===== src/rtl/y86_fetch_decode_wb.sv =====
// y86_fetch_decode_wb
//   Y86-64 SEQ front end. Fetch splits the 10-byte instruction window into its
//   fields. Decode reads the register file. Writeback updates the register file
//   with valE/valM on the rising clock edge.
// Ports
//   clk, rst_n                  clock; asynchronous active-low reset of the register file
//   PC                          address of the current instruction
//   current_instruction[0:79]   bytes PC..PC+9, byte PC in bits [0:7]
//   cnd                         condition from execute; gates the cmovXX write
//   valE, valM                  ALU result and memory read data to write back
//   icode/ifun/rA/rB/valC/valP  fetched fields and next sequential PC
//   halt_prog, is_instruction_valid, pcvalid   status flags (pcvalid=1: PC out of range)
//   valA, valB                  decoded register operands
//   register_memory0..14        live register contents (%rax..%r14)
module y86_fetch_decode_wb #(
  parameter logic [63:0] IMEM_LIMIT = 64'd1023
) (
  input  logic               clk,
  input  logic               rst_n,
  input  logic        [63:0] PC,
  input  logic        [0:79] current_instruction,
  input  logic               cnd,
  input  logic signed [63:0] valE,
  input  logic signed [63:0] valM,
  output logic        [3:0]  icode,
  output logic        [3:0]  ifun,
  output logic        [3:0]  rA,
  output logic        [3:0]  rB,
  output logic        [63:0] valC,
  output logic        [63:0] valP,
  output logic               halt_prog,
  output logic               is_instruction_valid,
  output logic               pcvalid,
  output logic signed [63:0] valA,
  output logic signed [63:0] valB,
  output logic        [63:0] register_memory0,
  output logic        [63:0] register_memory1,
  output logic        [63:0] register_memory2,
  output logic        [63:0] register_memory3,
  output logic        [63:0] register_memory4,
  output logic        [63:0] register_memory5,
  output logic        [63:0] register_memory6,
  output logic        [63:0] register_memory7,
  output logic        [63:0] register_memory8,
  output logic        [63:0] register_memory9,
  output logic        [63:0] register_memory10,
  output logic        [63:0] register_memory11,
  output logic        [63:0] register_memory12,
  output logic        [63:0] register_memory13,
  output logic        [63:0] register_memory14
);

  typedef enum logic [3:0] {
    I_HALT   = 4'h0,
    I_NOP    = 4'h1,
    I_RRMOVQ = 4'h2,
    I_IRMOVQ = 4'h3,
    I_RMMOVQ = 4'h4,
    I_MRMOVQ = 4'h5,
    I_OPQ    = 4'h6,
    I_JXX    = 4'h7,
    I_CALL   = 4'h8,
    I_RET    = 4'h9,
    I_PUSHQ  = 4'hA,
    I_POPQ   = 4'hB
  } icode_e;

  localparam logic [3:0] RNONE = 4'hF;
  localparam logic [3:0] RRSP  = 4'h4;

  logic [63:0] r_regs [0:14];

  logic [7:0]  w_byte [0:9];
  logic [63:0] w_c_b2;   // bytes 2..9, little-endian
  logic [63:0] w_c_b1;   // bytes 1..8, little-endian
  logic [3:0]  w_srcA, w_srcB, w_dstE, w_dstM;
  logic        w_wr_ok;

  // Slicing the ascending [0:79] vector keeps bit 8k as the MSB of byte k.
  always_comb begin
    for (int unsigned k = 0; k < 10; k++) begin
      w_byte[k] = current_instruction[8*k +: 8];
    end
    w_c_b2 = '0;
    w_c_b1 = '0;
    for (int unsigned k = 0; k < 8; k++) begin
      w_c_b2[8*k +: 8] = w_byte[k+2];
      w_c_b1[8*k +: 8] = w_byte[k+1];
    end
  end

  // Fetch
  always_comb begin
    icode                = w_byte[0][7:4];
    ifun                 = w_byte[0][3:0];
    rA                   = RNONE;
    rB                   = RNONE;
    valC                 = '0;
    valP                 = PC + 64'd1;
    is_instruction_valid = 1'b1;
    case (icode)
      I_HALT, I_NOP, I_RET: valP = PC + 64'd1;
      I_RRMOVQ, I_OPQ, I_PUSHQ, I_POPQ: begin
        rA   = w_byte[1][7:4];
        rB   = w_byte[1][3:0];
        valP = PC + 64'd2;
      end
      I_IRMOVQ, I_RMMOVQ, I_MRMOVQ: begin
        rA   = w_byte[1][7:4];
        rB   = w_byte[1][3:0];
        valC = w_c_b2;
        valP = PC + 64'd10;
      end
      I_JXX, I_CALL: begin
        valC = w_c_b1;
        valP = PC + 64'd9;
      end
      default: is_instruction_valid = 1'b0;
    endcase
  end

  assign halt_prog = (icode == I_HALT);
  assign pcvalid   = (PC > IMEM_LIMIT);
  assign w_wr_ok   = is_instruction_valid && !halt_prog;

  // Decode: register selection
  always_comb begin
    w_srcA = RNONE;
    w_srcB = RNONE;
    w_dstE = RNONE;
    w_dstM = RNONE;
    case (icode)
      I_RRMOVQ: begin
        w_srcA = rA;
        if (cnd) w_dstE = rB;
      end
      I_IRMOVQ: w_dstE = rB;
      I_RMMOVQ: begin
        w_srcA = rA;
        w_srcB = rB;
      end
      I_MRMOVQ: begin
        w_srcB = rB;
        w_dstM = rA;
      end
      I_OPQ: begin
        w_srcA = rA;
        w_srcB = rB;
        w_dstE = rB;
      end
      I_CALL: begin
        w_srcB = RRSP;
        w_dstE = RRSP;
      end
      I_RET: begin
        w_srcA = RRSP;
        w_srcB = RRSP;
        w_dstE = RRSP;
      end
      I_PUSHQ: begin
        w_srcA = rA;
        w_srcB = RRSP;
        w_dstE = RRSP;
      end
      I_POPQ: begin
        w_srcA = RRSP;
        w_srcB = RRSP;
        w_dstE = RRSP;
        w_dstM = rA;
      end
      default: ;
    endcase
  end

  always_comb begin
    valA = (w_srcA == RNONE) ? '0 : r_regs[w_srcA];
    valB = (w_srcB == RNONE) ? '0 : r_regs[w_srcB];
  end

  // Writeback: the dstM assignment comes last so valM wins on a shared index.
  always_ff @(posedge clk or negedge rst_n) begin
    if (!rst_n) begin
      for (int unsigned i = 0; i < 15; i++) begin
        r_regs[i] <= '0;
      end
    end else if (w_wr_ok) begin
      if (w_dstE != RNONE) r_regs[w_dstE] <= valE;
      if (w_dstM != RNONE) r_regs[w_dstM] <= valM;
    end
  end

  assign register_memory0  = r_regs[0];
  assign register_memory1  = r_regs[1];
  assign register_memory2  = r_regs[2];
  assign register_memory3  = r_regs[3];
  assign register_memory4  = r_regs[4];
  assign register_memory5  = r_regs[5];
  assign register_memory6  = r_regs[6];
  assign register_memory7  = r_regs[7];
  assign register_memory8  = r_regs[8];
  assign register_memory9  = r_regs[9];
  assign register_memory10 = r_regs[10];
  assign register_memory11 = r_regs[11];
  assign register_memory12 = r_regs[12];
  assign register_memory13 = r_regs[13];
  assign register_memory14 = r_regs[14];

endmodule


===== config.mk =====
export PLATFORM = sky130hd
export DESIGN_NAME = y86_fetch_decode_wb
export DESIGN_NICKNAME = d
export VERILOG_FILES = /design/src/rtl/y86_fetch_decode_wb.sv
export SDC_FILE = /design/constraint.sdc
export NUM_CORES = 2
export LEC_CHECK = 0
export ABC_AREA = 1
export CORE_AREA = 2 2 596 598
export DETAILED_ROUTE_END_ITERATION = 8
export DIE_AREA = 0 0 598 600
export MAX_ROUTING_LAYER = met4
export PLACE_DENSITY_LB_ADDON = 0.1
export SLEW_MARGIN = 20
export SYNTH_ARGS = -nofsm -noshare
export SYNTH_HDL_FRONTEND = slang
export SYNTH_SLANG_ARGS = --single-unit

===== constraint.sdc =====
create_clock -name clk -period 9.1 [get_ports clk]
set_clock_uncertainty 0.2 [all_clocks]
set_input_delay 1.365 -clock clk [delete_from_list [all_inputs] [get_ports clk]]
set_output_delay 1.365 -clock clk [all_outputs]
set_load 0.02 [all_outputs]

# After elaboration in Yosys (flattened, before gate mapping)
# Cells that the tools add are included.
# word_totals
register_bits	960
# op_classes
reduce_logical	16
n_eq_ne	15
magnitude_cmp	7
muxes	27
bitwise	4
n_addsub	4
# ops
op	n
960-bit two-way mux	3
960-bit bitwise mux	2
64-bit binary-select mux with 4-bit select	2
64-bit demux with 4-bit select	2
64-bit two-way mux	8
64-bit one-hot mux with 3 select lines	1
64-bit by 4-bit adder with 64-bit output, second input constant	2
64-bit one-hot mux with 2 select lines	1
64-bit by 1-bit adder with 64-bit output, second input constant	1
64-bit by 2-bit adder with 64-bit output, second input constant	1
64-bit by 10-bit greater-than comparator with 1-bit output, second input constant	1
4-bit equality test, second input constant	6
5-bit greater-or-equal comparator, second input constant	4
4-bit inverter with 5-bit output	4
4-bit by 3-bit equality test with 1-bit output, second input constant	4
4-bit two-way mux	4
4-bit one-hot mux with 2 select lines	2
4-bit one-hot mux with 3 select lines	1
12-bit OR reduction	1
4-bit OR reduction	3
5-bit by 1-bit < comparator with 1-bit output, second input constant	2
4-bit by 2-bit equality test with 1-bit output, second input constant	2
4-bit inequality test, second input constant	2
2-bit OR reduction	4
other kinds (7)	10

# Depth between registers and ports, before layout
# depth
depth_word	15
depth_mapped	16

# Least setup slack after synthesis
# Ideal clock, no wire load.
# synth_timing
path_kind	input to output
startpoint	input current_instruction[2] in the netlist's numbering
endpoint	output valP[29]
required_ns	7.535
path_slack_ns	4.013
path_stages	14
arrival_time_ns	3.522
cell_sequence	nand2_1 -> inv_1 -> nand3_1 -> o21ai_1 -> ha_1 -> nand2_1 -> a21oi_1 -> nand2_1 -> o21ai_2 -> nand2_1 -> nor2_1 -> nand2_1 -> nor2_2 -> xor2_1
# synth_between
elab_chain_len	3
# synth_lines
item	line_no	source
start: declaration	21	input logic [0:79] current_instruction,
4-bit by 2-bit equality test with 1-bit output, or another cell as far along	101	case (icode)
4-bit OR reduction, or another cell as far along	101	
64-bit one-hot mux with 3 select lines (*)	101	
end: declaration	30	output logic [63:0] valP,
# Mark *: on every way between the ends. The rest lies on a longest branch, timed or not.

# Worst setup path after layout
# layout_timing
startpoint	input current_instruction[1] in the netlist's numbering
endpoint	output valA[12]
# layout_between
elab_chain_len	9
# layout_lines
item	line_no	source
4-bit by 2-bit equality test with 1-bit output, or another cell as far along	101, 132	
7-bit OR reduction (no line)	-	
4-bit two-way mux	101	
4-bit one-hot mux with 2 select lines (*)	132	case (icode)
4-bit inverter with 5-bit output (not written as such)	176	valA = (w_srcA == RNONE) ? '0 : r_regs[w_srcA];
64-bit binary-select mux with 4-bit select	176	
64-bit two-way mux (not written as such) (2 in a row)	176	
64-bit two-way mux (*)	176	
end: declaration	34	output logic signed [63:0] valA,
# Mark *: on every way between the ends. The rest lies on a longest branch, timed or not. The select of a mux whose other input is x is not followed.

==> flow_metrics.tcl <==
set metrics [dict create \
    critPathKind "input port to output pin" \
    synth-seq-cells 960 \
    period_share 0.857 \
    yosysSeqAreaShare 0.340 \
    root_buffer "clkbuf_16" \
    grt_util_met1 0.416 \
    drtPass1Iterations 7 \
    area_delta_synth_final_pct 32.7 \
    viasPerCell 5.21 \
    cts_buffer_depth 4 \
    reg2reg_to "register_memory7[15]" \
    rr_startpoint "register_memory7[15]" \
    numCtsBuffers 143 \
    post-route-min-period_ns 7.80 \
    synth_cell_types 39 \
    grt_pass1_wl_mm 790 \
    yosys.area.top_type "dfrtp_1" \
    crit_fanout 90 \
    overflow 0 \
    hold_buffers 0 \
    drc 0 \
    rows 218 \
    place.gp.congestion 0.948 \
    avgSynthCellArea_sq_um 6.02 \
    hold_violations 0 \
    initialDrtViolationCount 11300 \
    syn-num-nets 12000 \
    p_leak_nw 43.7 \
    grtUsageTotal 0.330 \
    grt_busiest_layer "met2" \
    dieHeight_um 600 \
    setup_tns_ns 0 \
    holdWs_ns 0.310 \
    grt_max_degree 171 \
    die_area_sq_um 359000 \
    clock_sink_count 960 \
    rsz0062_at_grt "no" \
    yosysTopAreaCellShare 0.340 \
    ios 1510 \
    outcome "complete, no violations" \
    clock.fmax_ghz 0.128 \
    die_x_um 598 \
    grt_use_met3 0.0749 \
    place_hpwl_mm 404 \
    cts_tree "done" \
    htreeDepth 4 \
    antenna_found_initial 112 \
    port_buffers 1501 \
    wire_per_inst_um 34.6 \
    arrival_ns 6.24 \
    clkLatencyLatePin_ns 0.82 \
    cts_resized 0 \
    p_per_area_nw_per_um2 233 \
    setup.worst_path.start_class "input port" \
    clkTransAtPathRegs_ns 0.05 \
    slew_headroom 0.182 \
    drive_gt1_frac 0.0377 \
    endpoint_kind "output pin" \
    cap_violations 0 \
    yosys-top-cells-area "dfrtp_1 (34%), nand2_1 (27%), nand3_1 (10%)" \
    initial_core_util 0.201 \
    ant_nets 0 \
    use_met2 0.503 \
    grt_pass1_vias 82600 \
    maxSlewViolCount 0 \
    nets 12800 \
    irDropWorstVdd_mv 0.126 \
    hp-class "input port to async pin" \
    ys_warn_count 0 \
    synthesis.area_sq_um 70600 \
    post_cts_buffers 0 \
    coreArea_sq_um 352000 \
    drt-total-wl_mm 598 \
    worst_pin_slew_ns 1.23 \
    rrSetupSlack_ns 7.72 \
    postSynthCellCount 11700 \
    num_vias 90300 \
    finalSetupViolCount 0 \
    r2r_cells 4 \
    critPathRequiredTime_ns 7.54 \
]
[final cells by class]
cell class	instances	area [sq um]
fillers	39100	258000
multi-input cells	8859	39200
flip-flops and latches	960	24000
repair buffers	1659	16500
well taps	4620	5780
clock buffers	218	4270
inverters	916	3540
clock inverters	24	239
diodes	57	143
[stage by stage]
step | setup slack (ns) | util | instances | cell area [sq um] | power [W]
final | 1.30 | 0.266 | 17300 | 93700 | 0.0219
after global routing | 1.12 | 0.266 | 17300 | 93700 | 0.0228
after CTS | 1.29 | 0.266 | 17300 | 93600 | 0.0219
after detailed placement | 1.31 | 0.253 | 17000 | 89100 | 0.0161
after global placement | 1.39 | 0.253 | 17000 | 89100 | 0.0161
after floorplan | 4.01 | - | 11700 | 70600 | 0.0105
[cell usage in the layout, fill, tap and decap left out, types with 7 or more instances in the layout]
cell / n
nand2_1: 4991
clkdlybuf4s50_1: 1500
nand3_1: 1457
o21ai_0: 1162
dfrtp_1: 960
inv_1: 879
nor2_1: 270
a21oi_1: 258
o21ai_1: 213
o211ai_1: 212
clkbuf_16: 147
buf_4: 130
o22ai_1: 65
diode_2: 57
xor2_1: 39
clkbuf_1: 39
nand4_1: 38
clkbuf_8: 32
nand2_4: 28
nor3_1: 28
buf_12: 26
xnor2_1: 19
nor2_4: 18
nor4_1: 17
inv_6: 17
clkinv_2: 15
inv_2: 13
nor2_2: 9
nand2_2: 7
[worst max-delay path by stage]
stage                                 from        to  slack [ns]  cells after the start
finish              current_instruction[1]  valA[12]        1.30                     15
global route        current_instruction[1]  valA[18]        1.12                     14
CTS                 current_instruction[1]  valA[12]        1.29                     15
detailed placement  current_instruction[1]  valA[12]        1.31                     15
global placement    current_instruction[1]  valA[12]        1.39                     15
floorplan           current_instruction[2]  valP[29]        4.01                     14
[cells in the mapped netlist]
library cell / n
dfrtp_1: 960
clkbuf_2: 1
o21ai_1: 213
nand3_1: 1460
inv_1: 884
nor3_1: 28
buf_2: 367
nor3_2: 1
nand3_4: 1
o21ai_2: 2
xnor2_1: 19
o32a_1: 1
o21ai_0: 1164
nand2_1: 5019
nor2_1: 277
ha_1: 4
o31ai_1: 2
nor4_1: 17
clkinv_1: 1
xor2_1: 39
or2_2: 1
a21oi_1: 258
nand3b_1: 2
buf_4: 36
inv_2: 31
nand3_2: 1
o22ai_1: 65
nand4_1: 38
and2_1: 1
and3_1: 1
a31oi_2: 2
buf_6: 2
nand2_4: 2
nor2_4: 7
nand2_2: 9
buf_1: 69
o211ai_1: 212
clkbuf_1: 529
nor2_2: 13
[critical path: stages]
cell	delay, ns
clkdlybuf4s50_1	0.71
inv_2	0.19
nor2_4	0.15
nand2_2	0.16
nand2_4	0.32
inv_2	0.16
nor2_2	0.19
nand2_4	0.43
inv_8	0.84
buf_4	0.49
nand3_1	0.14
nand3_1	0.09
nand2_1	0.08
inv_1	0.05
clkdlybuf4s50_1	0.64
[logic make-up after synthesis]
kind of cell	share of synthesized area
DFF	0.340
AOI/OAI and AO/OA	0.145
adders and majority gates	0.000709
buffers and inverters	0.111
xor gates and xnor gates	0.00719
and+or+nand+nor	0.396
[metal layers]
metal	wire length (um)	vias up	part of all wire
li1	-	39100	-
met1	246000	44700	0.41
met2	264000	5510	0.44
met3	56500	958	0.094
met4	31000	0	0.052
met5	0	-	0
[power breakdown]
group / internal [W] / switching [W] / leakage, nW / total (W)
Clock: 0.00330 / 0.00240 / 2.22 / 0.00570
Sequential: 0.00525 / 0.00212 / 11.3 / 0.00736
Combinational: 0.00332 / 0.00547 / 30.1 / 0.00880
(Power assumes the default switching activity.)
